--- config.mk ---
export PLATFORM = sky130hd
export DESIGN_NAME = pc_fetch_unit
export DESIGN_NICKNAME = d
export VERILOG_FILES = /design/src/rtl/pc_fetch_unit_pkg.sv /design/src/rtl/pc_fetch_unit_pc_incr.sv /design/src/rtl/pc_fetch_unit.sv
export SDC_FILE = /design/constraint.sdc
export NUM_CORES = 1
export LEC_CHECK = 0
export BUFFER_PORTS_ARGS = -buffer_cell sky130_fd_sc_hd__buf_2
export CAP_MARGIN = 20
export CELL_PAD_IN_SITES_DETAIL_PLACEMENT = 1
export CELL_PAD_IN_SITES_GLOBAL_PLACEMENT = 2
export CORE_AREA = 2 2 85 127
export CTS_CLUSTER_SIZE = 30
export DETAILED_ROUTE_END_ITERATION = 16
export DIE_AREA = 0 0 87 129
export GPL_TIMING_DRIVEN = 0
export PLACE_DENSITY_LB_ADDON = 0.1
export SYNTH_ARGS = -nofsm -noshare
export SYNTH_HDL_FRONTEND = slang
export SYNTH_SLANG_ARGS = --single-unit
--- constraint.sdc ---
create_clock -name clk -period 1.8 [get_ports clk]
set_input_delay 0.27 -clock clk [delete_from_list [all_inputs] [get_ports clk]]
set_output_delay 0.27 -clock clk [all_outputs]
set_load 0.005 [all_outputs]
--- src/rtl/pc_fetch_unit_pkg.sv ---
// Shared definitions for the PC/fetch unit: state encoding, default widths,
// reset vector and PC step.
package pc_fetch_unit_pkg;

  localparam int unsigned          PC_W_DEFAULT         = 16;
  localparam int unsigned          INSTR_W_DEFAULT      = 16;
  localparam logic [15:0]          RESET_VECTOR_DEFAULT = 16'h0000;
  localparam int unsigned          PC_STEP              = 2;

  typedef enum logic [1:0] {
    ST_BOOT = 2'd0,
    ST_IDLE = 2'd1,
    ST_BUSY = 2'd2,
    ST_HALT = 2'd3
  } fetch_state_t;

endpackage

--- src/rtl/pc_fetch_unit_pc_incr.sv ---
// Combinational PC stepper: pc + PC_STEP, wrapping modulo 2^PC_W.
import pc_fetch_unit_pkg::*;

module pc_incr #(
  parameter int unsigned PC_W = PC_W_DEFAULT
) (
  input  logic [PC_W-1:0] pc,
  output logic [PC_W-1:0] pc_next
);

  assign pc_next = pc + PC_W'(PC_STEP);

endmodule

--- src/rtl/pc_fetch_unit.sv ---
// PC register and fetch sequencer with a one-entry valid/ready output register.
// Optional macro PC_FETCH_ALIGN_CHECK_EN: force redirect targets even and pulse align_err.
import pc_fetch_unit_pkg::*;

module pc_fetch_unit #(
  parameter int unsigned    PC_W         = PC_W_DEFAULT,
  parameter int unsigned    INSTR_W      = INSTR_W_DEFAULT,
  parameter logic [PC_W-1:0] RESET_VECTOR = RESET_VECTOR_DEFAULT
) (
  input  logic               clk,
  input  logic               rst_n,
  input  logic               stall,
  input  logic               halt_req,
  input  logic               redirect_valid,
  input  logic [PC_W-1:0]    redirect_target,
  output logic               imem_req,
  output logic [PC_W-1:0]    imem_addr,
  input  logic               imem_ready,
  input  logic [INSTR_W-1:0] imem_rdata,
  output logic               if_valid,
  output logic [INSTR_W-1:0] if_instr,
  output logic [PC_W-1:0]    if_pc,
  input  logic               if_ready,
  output logic               halted,
  output logic               align_err
);

  fetch_state_t    state;
  logic [PC_W-1:0] pc;
  logic [PC_W-1:0] pc_plus;
  logic [PC_W-1:0] redir_pc;
  logic            free;
  logic            transfer;

  pc_incr #(.PC_W(PC_W)) u_pc_incr (
    .pc      (pc),
    .pc_next (pc_plus)
  );

  assign free      = !if_valid || if_ready;
  assign imem_req  = (state == ST_BUSY) && free;
  assign imem_addr = pc;
  assign transfer  = imem_req && imem_ready;

`ifdef PC_FETCH_ALIGN_CHECK_EN
  logic align_q;
  assign redir_pc  = {redirect_target[PC_W-1:1], 1'b0};
  assign align_err = align_q;
`else
  assign redir_pc  = redirect_target;
  assign align_err = 1'b0;
`endif

  always_ff @(posedge clk or negedge rst_n) begin
    if (!rst_n) begin
      state    <= ST_BOOT;
      pc       <= RESET_VECTOR;
      if_valid <= 1'b0;
      if_instr <= '0;
      if_pc    <= '0;
      halted   <= 1'b0;
`ifdef PC_FETCH_ALIGN_CHECK_EN
      align_q  <= 1'b0;
`endif
    end else begin
`ifdef PC_FETCH_ALIGN_CHECK_EN
      align_q <= redirect_valid && redirect_target[0];
`endif
      // A consumed entry empties unless a transfer below refills it.
      if (if_valid && if_ready) begin
        if_valid <= 1'b0;
      end

      if (state == ST_HALT) begin
        if (redirect_valid) begin
          pc <= redir_pc;
        end
        if (!halt_req) begin
          state  <= ST_IDLE;
          halted <= 1'b0;
        end
      end else if (redirect_valid) begin
        // Redirect flushes the output register and drops any same-cycle transfer.
        pc       <= redir_pc;
        if_valid <= 1'b0;
        state    <= ST_IDLE;
        halted   <= 1'b0;
      end else begin
        unique case (state)
          ST_BOOT: begin
            state <= ST_IDLE;
          end
          ST_IDLE: begin
            if (halt_req) begin
              state  <= ST_HALT;
              halted <= 1'b1;
            end else if (!stall) begin
              state <= ST_BUSY;
            end
          end
          ST_BUSY: begin
            if (transfer) begin
              if_instr <= imem_rdata;
              if_pc    <= pc;
              if_valid <= 1'b1;
              pc       <= pc_plus;
              if (halt_req) begin
                state  <= ST_HALT;
                halted <= 1'b1;
              end else if (stall) begin
                state <= ST_IDLE;
              end
            end
          end
          default: begin
            state <= ST_IDLE;
          end
        endcase
      end
    end
  end

endmodule

==> results.sh, run 1 <==
export IMPL_status="finished clean"
export IMPL_synth_area_mm2=0.00247
export IMPL_cts_made_buffers=5
export IMPL_max_freq_ghz=0.582
export IMPL_finalSetupViolCount=0
export IMPL_layout_area_overhead_vs_synth_pct=42.5
export IMPL_grt_util_all_layers_pct=14.9
export IMPL_synth_top_area_share_pct=52.8
export IMPL_ys_seq_area_share_pct=52.8
export IMPL_viasPerCell=4.72
export IMPL_crit_required_ps=2020
export IMPL_cp_arrival_ps=1930
export IMPL_finalCritPeriodShare_pct=95.4
export IMPL_avgSynthCellArea_um2=9.03
export IMPL_grt_start_max_net_pins=31
export IMPL_netlist_instances=273
export IMPL_overflow=0
export IMPL_num_rows=45
export IMPL_timing_slew_headroom_pct=63.7
export IMPL_fp_dieW_um=87
export IMPL_grt_pass1_vias=2506
export IMPL_htreeDepth=2
export IMPL_hp_class="input pin to flop"
export IMPL_antenna_found_initial=0
export IMPL_fp_dieArea_mm2=0.0112
export IMPL_maxCapViolCount=0
export IMPL_synth_cell_types=51
export IMPL_wl_per_cell_um=15.5
export IMPL_initial_core_util_pct=24.5
export IMPL_ys_seq_elements=52
export IMPL_syn_nets=316
export IMPL_clk_latency_ps=290
export IMPL_place_congestion=0.744
export IMPL_path_clk_slew_ps=70
export IMPL_final_util_pct=34.9
export IMPL_max_vdd_ir_drop_mv=0.439
export IMPL_hold_viol=0
export IMPL_grt_pass1_wl_mm=12.9
export IMPL_synth_top_cell_by_area="dfrtp_1"
export IMPL_tightest_slew_ps=545
export IMPL_die_h_um=129
export IMPL_num_antenna_cells=0
export IMPL_portBuffers=89
export IMPL_drt_first_pass_iters=4
export IMPL_drive_above_1_share_pct=39.0
export IMPL_async_reset_ff_share_pct=100
export IMPL_vias=2393
export IMPL_fin_skew_ps=5.01
export IMPL_synth_area_leaders="dfrtp_1, nand2_1, ha_1"
export IMPL_root_buffer="clkbuf_16"
export IMPL_p_leak_nw=1.80
export IMPL_clock_sinks=52
export IMPL_coreArea_mm2=0.0101
export IMPL_dpl_hpwl_mm=5.62
export IMPL_synth_warnings=0
export IMPL_path_max_fanout=7
export IMPL_drt_iter0_drc=81
export IMPL_finalNetCount=432
export IMPL_clock_path_buffers=2
export IMPL_final_cell_mix="nand2_1, buf_2, dfrtp_1, buf_4, nor2_1"
export IMPL_drt_wl_total_mm=7.86
export IMPL_mostFrequentLayoutCell="nand2_1"
export IMPL_finalSetupTns_ps=0
export IMPL_layoutNonFillerInstCount=507
export IMPL_synth_edf_count=0
export IMPL_startpoint_type="flop"
export IMPL_place_detailed_instances=480
export IMPL_finalPower_w=0.00422
export IMPL_drcViolationCount=0
export IMPL_period_needed_ps=1720
export IMPL_drv_slew=0
export IMPL_io_pins=91
export IMPL_cts_tree="built"
export IMPL_synth_flop_cell="dfrtp_1"
export IMPL_ant_nets=0
export IMPL_reg2reg_slack_ps=80
export IMPL_cp_end_kind="flop"
export IMPL_worstSetupPathType="flop to flop"
export IMPL_p_per_area_mw_per_mm2=1200
==> repair_timing <==
item	in CTS	in global routing
endpoints found under the hold margin	22	0
hold buffers	1	0
cloned	0	0
setup buffers	7	13
resized for setup	24	19
pin swaps	3	6
endpoints found under the setup margin	48	38
==> power breakdown <==
part	internal, W	switching [W]	total (W)
registers	0.00152	0.000213	0.00173
logic	0.000750	0.000731	0.00148
clock network	0.000556	0.000448	0.00100
==> final timing paths <==
path / start / end / depth (start not counted)
setup / recovery: state[0] / imem_addr[12] / 6
hold / removal: imem_rdata[6] / if_instr[6] / 3
setup reg to reg: state[0] / imem_addr[12] / 6
hold reg to reg: if_pc[9] / if_pc[9] / 2
max in group asynchronous: rst_n / if_pc[13] / 3
min in group asynchronous: rst_n / if_instr[4] / 2
==> critical path, cell delays in order, from the launching register on <==
cell     delay [ps]
dfrtp_1         420
inv_2           100
ha_4            180
and2_4          170
nand4_4         110
or4_4           510
a31oi_1         160
==> cell usage after synthesis, drive strengths merged (3+ instances only) <==
library cell / instances
o21ai: 9
a311oi: 3
nand2: 101
inv: 7
nor2: 11
a31oi: 5
and2: 6
dfrtp: 52
buf: 6
nand4: 6
ha: 4
or3: 3
nor3: 8
nand3: 7
clkbuf: 7
==> per-layer routing <==
metal,vias to the layer above,GRT usage (%),wire [um]
li1,1158,-,-
met1,1169,18.2,3410
met2,60,26.3,4000
met3,6,2.37,339
met4,0,4.69,112
met5,-,0,0
==> registers in the layout (all words and copies together) (netlist names) <==
signal / cells
if_pc: 16
halted: 1
imem_addr: 16
if_valid: 1
if_instr: 16
state: 2
==> metrics by stage <==
| stage | setup slack, ps | area [um2] | hold slack [ps] |
|---|---|---|---|
| global route | -11.9 | 3510 | 173 |
| detailed placement | -439 | 3080 | 295 |
| global placement | -448 | 3060 | 452 |
| finish | 83.0 | 3510 | 163 |
| floorplan | 7.40 | 2470 | -25.6 |
| CTS | 4.92 | 3370 | 157 |
==> cell type report <==
class	instances	area, um2
fill	1194	6570
inverter	8	37.5
multi-input combinational	200	1160
sequential	52	1310
tap	117	146
timing repair buffer	111	629
clock inverter	1	7.51
buffer	11	82.6
clock buffer	7	143
==> kinds of logic after synthesis <==
kind of cell | share of synthesized area (%)
compound gates | 10.7
buf+inv | 3.65
mux | 1.27
simple gates | 28.7
other cells | 0.152
fa+ha+maj | 2.03
xor+xnor | 0.710
flops | 52.8
(Power assumes the default switching activity.)
==> inputs of run 2 (changes only) <==
--- a/config.mk
+++ b/config.mk
@@ -9,12 +9,14 @@
 export CAP_MARGIN = 20
 export CELL_PAD_IN_SITES_DETAIL_PLACEMENT = 1
 export CELL_PAD_IN_SITES_GLOBAL_PLACEMENT = 2
-export CORE_AREA = 2 2 85 127
+export CORE_AREA = 2 2 83 125
+export CTS_BUF_LIST = sky130_fd_sc_hd__clkbuf_8
 export CTS_CLUSTER_SIZE = 30
 export DETAILED_ROUTE_END_ITERATION = 16
-export DIE_AREA = 0 0 87 129
+export DIE_AREA = 0 0 85 127
 export GPL_TIMING_DRIVEN = 0
 export PLACE_DENSITY_LB_ADDON = 0.1
 export SYNTH_ARGS = -nofsm -noshare
 export SYNTH_HDL_FRONTEND = slang
 export SYNTH_SLANG_ARGS = --single-unit
+export TNS_END_PERCENT = 1
==> run 2 against run 1 <==
Net effect: clock power fell by 30%; via count fell by 1.8%; sequential share of layout area rose by 1.5 points; register-to-register slack got worse by 50 ps; combinational power fell by 10%; first-iteration DRC count fell by 11%; critical path depth did not move; sequential power barely moved; power fell by 11%; sequential cell count did not move; design area fell by 4.3%; die area fell by 3.8%; highest routed layer unchanged.
==> results.sh, run 2 (synthesis gave the netlist of run 1 again) <==
export IMPL_drt_wl_total_mm=7.77
export IMPL_grt_pass1_vias=2319
export IMPL_num_antenna_cells=0
export IMPL_p_leak_nw=1.74
export IMPL_finalPower_w=0.00377
export IMPL_slowest_stage="or4_4"
export IMPL_path_clk_slew_ps=110
export IMPL_finalSetupTns_ps=0
export IMPL_hold_worst_slack_ps=25.2
export IMPL_worstSetupPathType="flop to flop"
export IMPL_drive_above_1_share_pct=36.9
export IMPL_cp_end_kind="flop"
export IMPL_clock_path_buffers=2
export IMPL_coreArea_mm2=0.00963
export IMPL_antenna_found_initial=0
export IMPL_cts_tree="built"
export IMPL_rsz0062_at_grt="yes"
export IMPL_fillers=1180
export IMPL_viasPerCell=4.73
export IMPL_max_vdd_ir_drop_mv=0.459
export IMPL_grt_pass1_wl_mm=12.3
export IMPL_htreeDepth=2
export IMPL_grt_util_all_layers_pct=14.5
export IMPL_timing_slew_headroom_pct=47.4
export IMPL_hold_viol=0
export IMPL_hp_class="input pin to asynchronous set/reset pin"
export IMPL_fp_dieArea_mm2=0.0108
export IMPL_clock_sinks=52
export IMPL_drv_slew=0
export IMPL_crit_required_ps=2050
export IMPL_grt_start_max_net_pins=31
export IMPL_overflow=0
export IMPL_finalNetCount=424
export IMPL_period_needed_ps=1770
export IMPL_finalSetupViolCount=0
export IMPL_ant_nets=0
export IMPL_final_cell_mix="nand2_1, buf_2, dfrtp_1, buf_4, nor2_1"
export IMPL_layout_area_overhead_vs_synth_pct=36.4
export IMPL_clk_latency_ps=320
export IMPL_wl_per_cell_um=15.6
export IMPL_num_rows=44
export IMPL_final_area_mm2=0.00336
export IMPL_path_max_fanout=10
export IMPL_maxCapViolCount=0
export IMPL_max_freq_ghz=0.566
export IMPL_fin_skew_ps=9.89
export IMPL_max_stage_delay_ps=530
export IMPL_drt_first_pass_iters=4
export IMPL_fp_dieW_um=85
export IMPL_startpoint_type="flop"
export IMPL_place_congestion=0.727
export IMPL_die_h_um=127
export IMPL_placed_cell_area_mm2=0.00308
export IMPL_cts_made_buffers=5
export IMPL_initial_core_util_pct=25.6
export IMPL_io_pins=91
export IMPL_root_buffer="clkbuf_8"
export IMPL_status="finished clean"
export IMPL_p_per_area_mw_per_mm2=1120
export IMPL_drcViolationCount=0
export IMPL_tightest_slew_ps=789
export IMPL_cp_arrival_ps=2010
export IMPL_drt_iter0_drc=72
export IMPL_finalCritPeriodShare_pct=98.1
export IMPL_mostFrequentLayoutCell="nand2_1"
export IMPL_portBuffers=89
export IMPL_dpl_hpwl_mm=5.63
export IMPL_vias=2350
export IMPL_path_cells="ha_2, buf_6, inv_4, nand4_4, or4_4, a31oi_1"
run 2: changes by cell type in the layout (fill, tap and decap cells not counted), moves of 2 or more:
cell / change
clkbuf_16: -5
dfrtp_1: +3
clkbuf_8: +4
buf_4: -8
dfrtp_2: -3
clkinv_2: +2
clkbuf_4: +3
clkbuf_2: -2
run 2: cell type report:
class	count	area, um2	share of cell area (%)
clock buffer	5	68.8	2.05
inverter	8	32.5	0.967
timing repair buffer	102	559	16.6
multi-input combinational	200	1140	34.0
tap	115	144	4.28
sequential	52	1300	38.7
clock inverter	3	18.8	0.558
buffer	12	96.3	2.86
run 2: final timing paths:
kind / slack [ps] / to / from / cells past startpoint
max in group asynchronous: 1170 / imem_addr[13] / rst_n / 2
worst min register to register: 470 / if_instr[2] / if_instr[2] / 2
worst max register to register: 30 / imem_addr[12] / state[0] / 6
min in group clk: 130 / if_instr[14] / imem_rdata[14] / 3
worst min-delay path: 30 / if_instr[14] / rst_n / 1
worst max-delay path: 30 / imem_addr[12] / state[0] / 6
run 2: power by group:
group          switching (W)  internal [W]  total, W
clock network       0.000429      0.000273  0.000702
registers           0.000226       0.00152   0.00174
logic               0.000681      0.000645   0.00133
run 2: stage by stage:
step	utilization [%]	instances	worst slack, ps
floorplan	-	273	7.40
global placement	31.7	477	-350
detailed placement	31.9	478	-369
CTS	34.2	491	9.46
global route	34.9	497	-47.6
finish	34.9	497	34.5
run 2: what timing repair did:
| item | in CTS | in global routing |
|---|---|---|
| setup endpoints to repair | 48 | 41 |
| hold endpoints to repair | 0 | 0 |
| pin swaps | 3 | 4 |
| buffers inserted | 6 | 6 |
| cloned | 0 | 0 |
| hold buffers | 0 | 0 |
| gates resized for setup | 27 | 9 |
run 2: routing by layer:
metal	vias up	GRT usage (%)	wire length [um]
met3	6	3.04	404
met2	63	24.0	3890
met1	1140	19.0	3380
met4	0	4.20	100
li1	1141	-	-
met5	-	0	0
run 2: critical path, delay by kind of cell (launching register included):
family          cells  cell delay [ps]
simple gates        2              660
flops               1              440
buf+inv             2              230
fa+ha+maj           1              200
compound gates      1              160
==> inputs of run 3 (changes only) <==
==> constraint.sdc (replaced) <==
create_clock -name clk -period 1.6 [get_ports clk]
set_input_delay 0.24 -clock clk [delete_from_list [all_inputs] [get_ports clk]]
set_output_delay 0.24 -clock clk [all_outputs]
set_load 0.005 [all_outputs]
==> run 3 against run 2 <==
Net effect: the run now ends with setup timing left; sequential share of layout area down 1.1 points; global-route usage up 0.42 points; die area unchanged; sequential cell count unchanged; critical endpoint is now if_pc[3]; wire length up 0.64%; clock power up 34%; design area up 3.0%; combinational power up 20%; clock skew down 1.3 ps; critical path depth up 3; largest cell class unchanged; count of clock-buffer cells in the layout unchanged.
==> results.sh, run 3 (synthesis gave the netlist of run 1 again) <==
export IMPL_drt_iter0_drc=50
export IMPL_grt_pass1_wl_mm=12.7
export IMPL_fp_dieArea_mm2=0.0108
export IMPL_hp_class="input pin to flop"
export IMPL_cts_tree="built"
export IMPL_clk_latency_ps=320
export IMPL_p_per_area_mw_per_mm2=1300
export IMPL_path_max_fanout=10
export IMPL_drt_first_pass_iters=3
export IMPL_finalPower_w=0.00450
export IMPL_path_clk_slew_ps=100
export IMPL_place_congestion=0.713
export IMPL_tightest_slew_ps=650
export IMPL_max_stage_delay_ps=420
export IMPL_maxCapViolCount=0
export IMPL_grt_pass1_vias=2459
export IMPL_hold_viol=0
export IMPL_finalCritPeriodShare_pct=111
export IMPL_drive_above_1_share_pct=37.0
export IMPL_finalNetCount=426
export IMPL_cts_made_buffers=5
export IMPL_vias=2371
export IMPL_root_buffer="clkbuf_8"
export IMPL_clockPowerShare_pct=20.9
export IMPL_final_area_mm2=0.00346
export IMPL_switchingPower_w=0.00155
export IMPL_swShare_pct=34.3
export IMPL_period_needed_ps=1780
export IMPL_grt_util_all_layers_pct=14.9
export IMPL_coreArea_mm2=0.00963
export IMPL_grt_start_max_net_pins=29
export IMPL_path_cells="ha_2, buf_8, or2_4, buf_8, nor3_4, buf_6, clkbuf_16, nand2_1, nand2_1"
export IMPL_viasPerCell=4.75
export IMPL_overflow=0
export IMPL_mostFrequentLayoutCell="nand2_1"
export IMPL_worstSetupPathType="flop to flop"
export IMPL_portBuffers=89
export IMPL_num_antenna_cells=0
export IMPL_ant_nets=0
export IMPL_setup_ws_ps=-182
export IMPL_final_cell_mix="nand2_1, buf_2, dfrtp_1, nor2_1"
export IMPL_slowest_stage="dfrtp_1"
export IMPL_comb_power_share_pct=35.5
export IMPL_max_freq_ghz=0.561
export IMPL_cp_arrival_ps=2040
export IMPL_clock_sinks=52
export IMPL_drcViolationCount=0
export IMPL_cp_end_kind="flop"
export IMPL_dpl_hpwl_mm=5.78
export IMPL_num_rows=44
export IMPL_fin_skew_ps=8.56
export IMPL_drt_wl_total_mm=7.82
export IMPL_ff2ff_path_depth=9
export IMPL_antenna_found_initial=0
export IMPL_crit_required_ps=1860
export IMPL_clock_path_buffers=2
export IMPL_power_frac_seq_pct=43.6
export IMPL_initial_core_util_pct=25.6
export IMPL_fp_dieW_um=85
export IMPL_status="finished with violations"
export IMPL_wl_per_cell_um=15.7
export IMPL_timing_slew_headroom_pct=56.7
export IMPL_rsz0062_at_grt="yes"
export IMPL_internal_power_w=0.00296
export IMPL_io_pins=91
export IMPL_p_leak_nw=1.77
export IMPL_violations="setup timing"
export IMPL_die_h_um=127
export IMPL_max_vdd_ir_drop_mv=0.512
export IMPL_hold_depth=3
export IMPL_drv_slew=0
export IMPL_htreeDepth=2
export IMPL_startpoint_type="flop"
export IMPL_finalSetupViolCount=44
export IMPL_placed_cell_area_mm2=0.00314
export IMPL_layout_area_overhead_vs_synth_pct=40.5
## run 3: cell count changes in the layout (fill, tap and decap cells not counted), sizes merged
cell / change
dlygate4sd3: +1
clkbuf: +1
clkinv: -2
clkinvlp: +1
bufinv: +1
## run 3: timing repair
action                                  in CTS  in global routing
hold endpoints to repair                    24                  0
endpoints found under the setup margin      49                 50
gates cloned                                 0                  1
pin swaps                                    3                  8
resized for setup                           19                  7
hold buffers                                 1                  0
buffers inserted                             6                  5
## run 3: area by class of cell
type	count	area [um2]
plain buffers	13	115
clock buffers	5	68.8
clock inverters	3	42.5
fillers	1173	6170
inverters	8	35.0
multi-input cells	200	1160
flip-flops and latches	52	1300
well taps	115	144
repair buffers	103	594
## run 3: final timing paths
path,start,end,slack [ps]
max reg2reg,state[0],if_pc[3],-180
min,imem_rdata[8],if_instr[8],110
min in group asynchronous,rst_n,imem_addr[5],480
max in group asynchronous,rst_n,if_pc[4],540
min reg2reg,if_instr[15],if_instr[15],470
max,state[0],if_pc[3],-180
## run 3: layer usage
| layer | global-route usage (%) | vias to the layer above | wire length, um |
|---|---|---|---|
| met5 | 0 | - | 0 |
| met4 | 4.58 | 0 | 102 |
| met3 | 2.84 | 6 | 372 |
| met2 | 26.5 | 56 | 4130 |
| met1 | 18.0 | 1158 | 3220 |
| li1 | - | 1151 | - |
## run 3: power by group through the flow
stage | Clock, W | Combinational [W] | Sequential, W
final | 0.000942 | 0.00160 | 0.00196
after global routing | 0.00104 | 0.00181 | 0.00202
after CTS | 0.000989 | 0.00158 | 0.00197
after detailed placement | 0 | 0.00145 | 0.00201
after global placement | 0 | 0.00141 | 0.00199
after floorplan | 0 | 0.000751 | 0.00201
## run 3: critical path, delay by kind of cell (launching register included)
| kind | cells | cell delay, ps |
|---|---|---|
| and+or+nand+nor | 4 | 510 |
| buffers and inverters | 4 | 580 |
| adders and majority gates | 1 | 200 |
| DFF | 1 | 420 |
## run 3: stage by stage
| step | std cells | setup TNS, ps | setup slack (ps) | utilization [%] | hold WS, ps |
|---|---|---|---|---|---|
| after global placement | 477 | -16440 | -458 | 32.4 | 432 |
| after detailed placement | 478 | -16900 | -456 | 32.6 | 315 |
| after CTS | 493 | -7020 | -197 | 35.1 | 96.0 |
| after floorplan | 273 | -925 | -34.9 | - | -55.6 |
| after global routing | 499 | -10410 | -277 | 36.0 | 110 |
| final | 499 | -6220 | -182 | 36.0 | 111 |
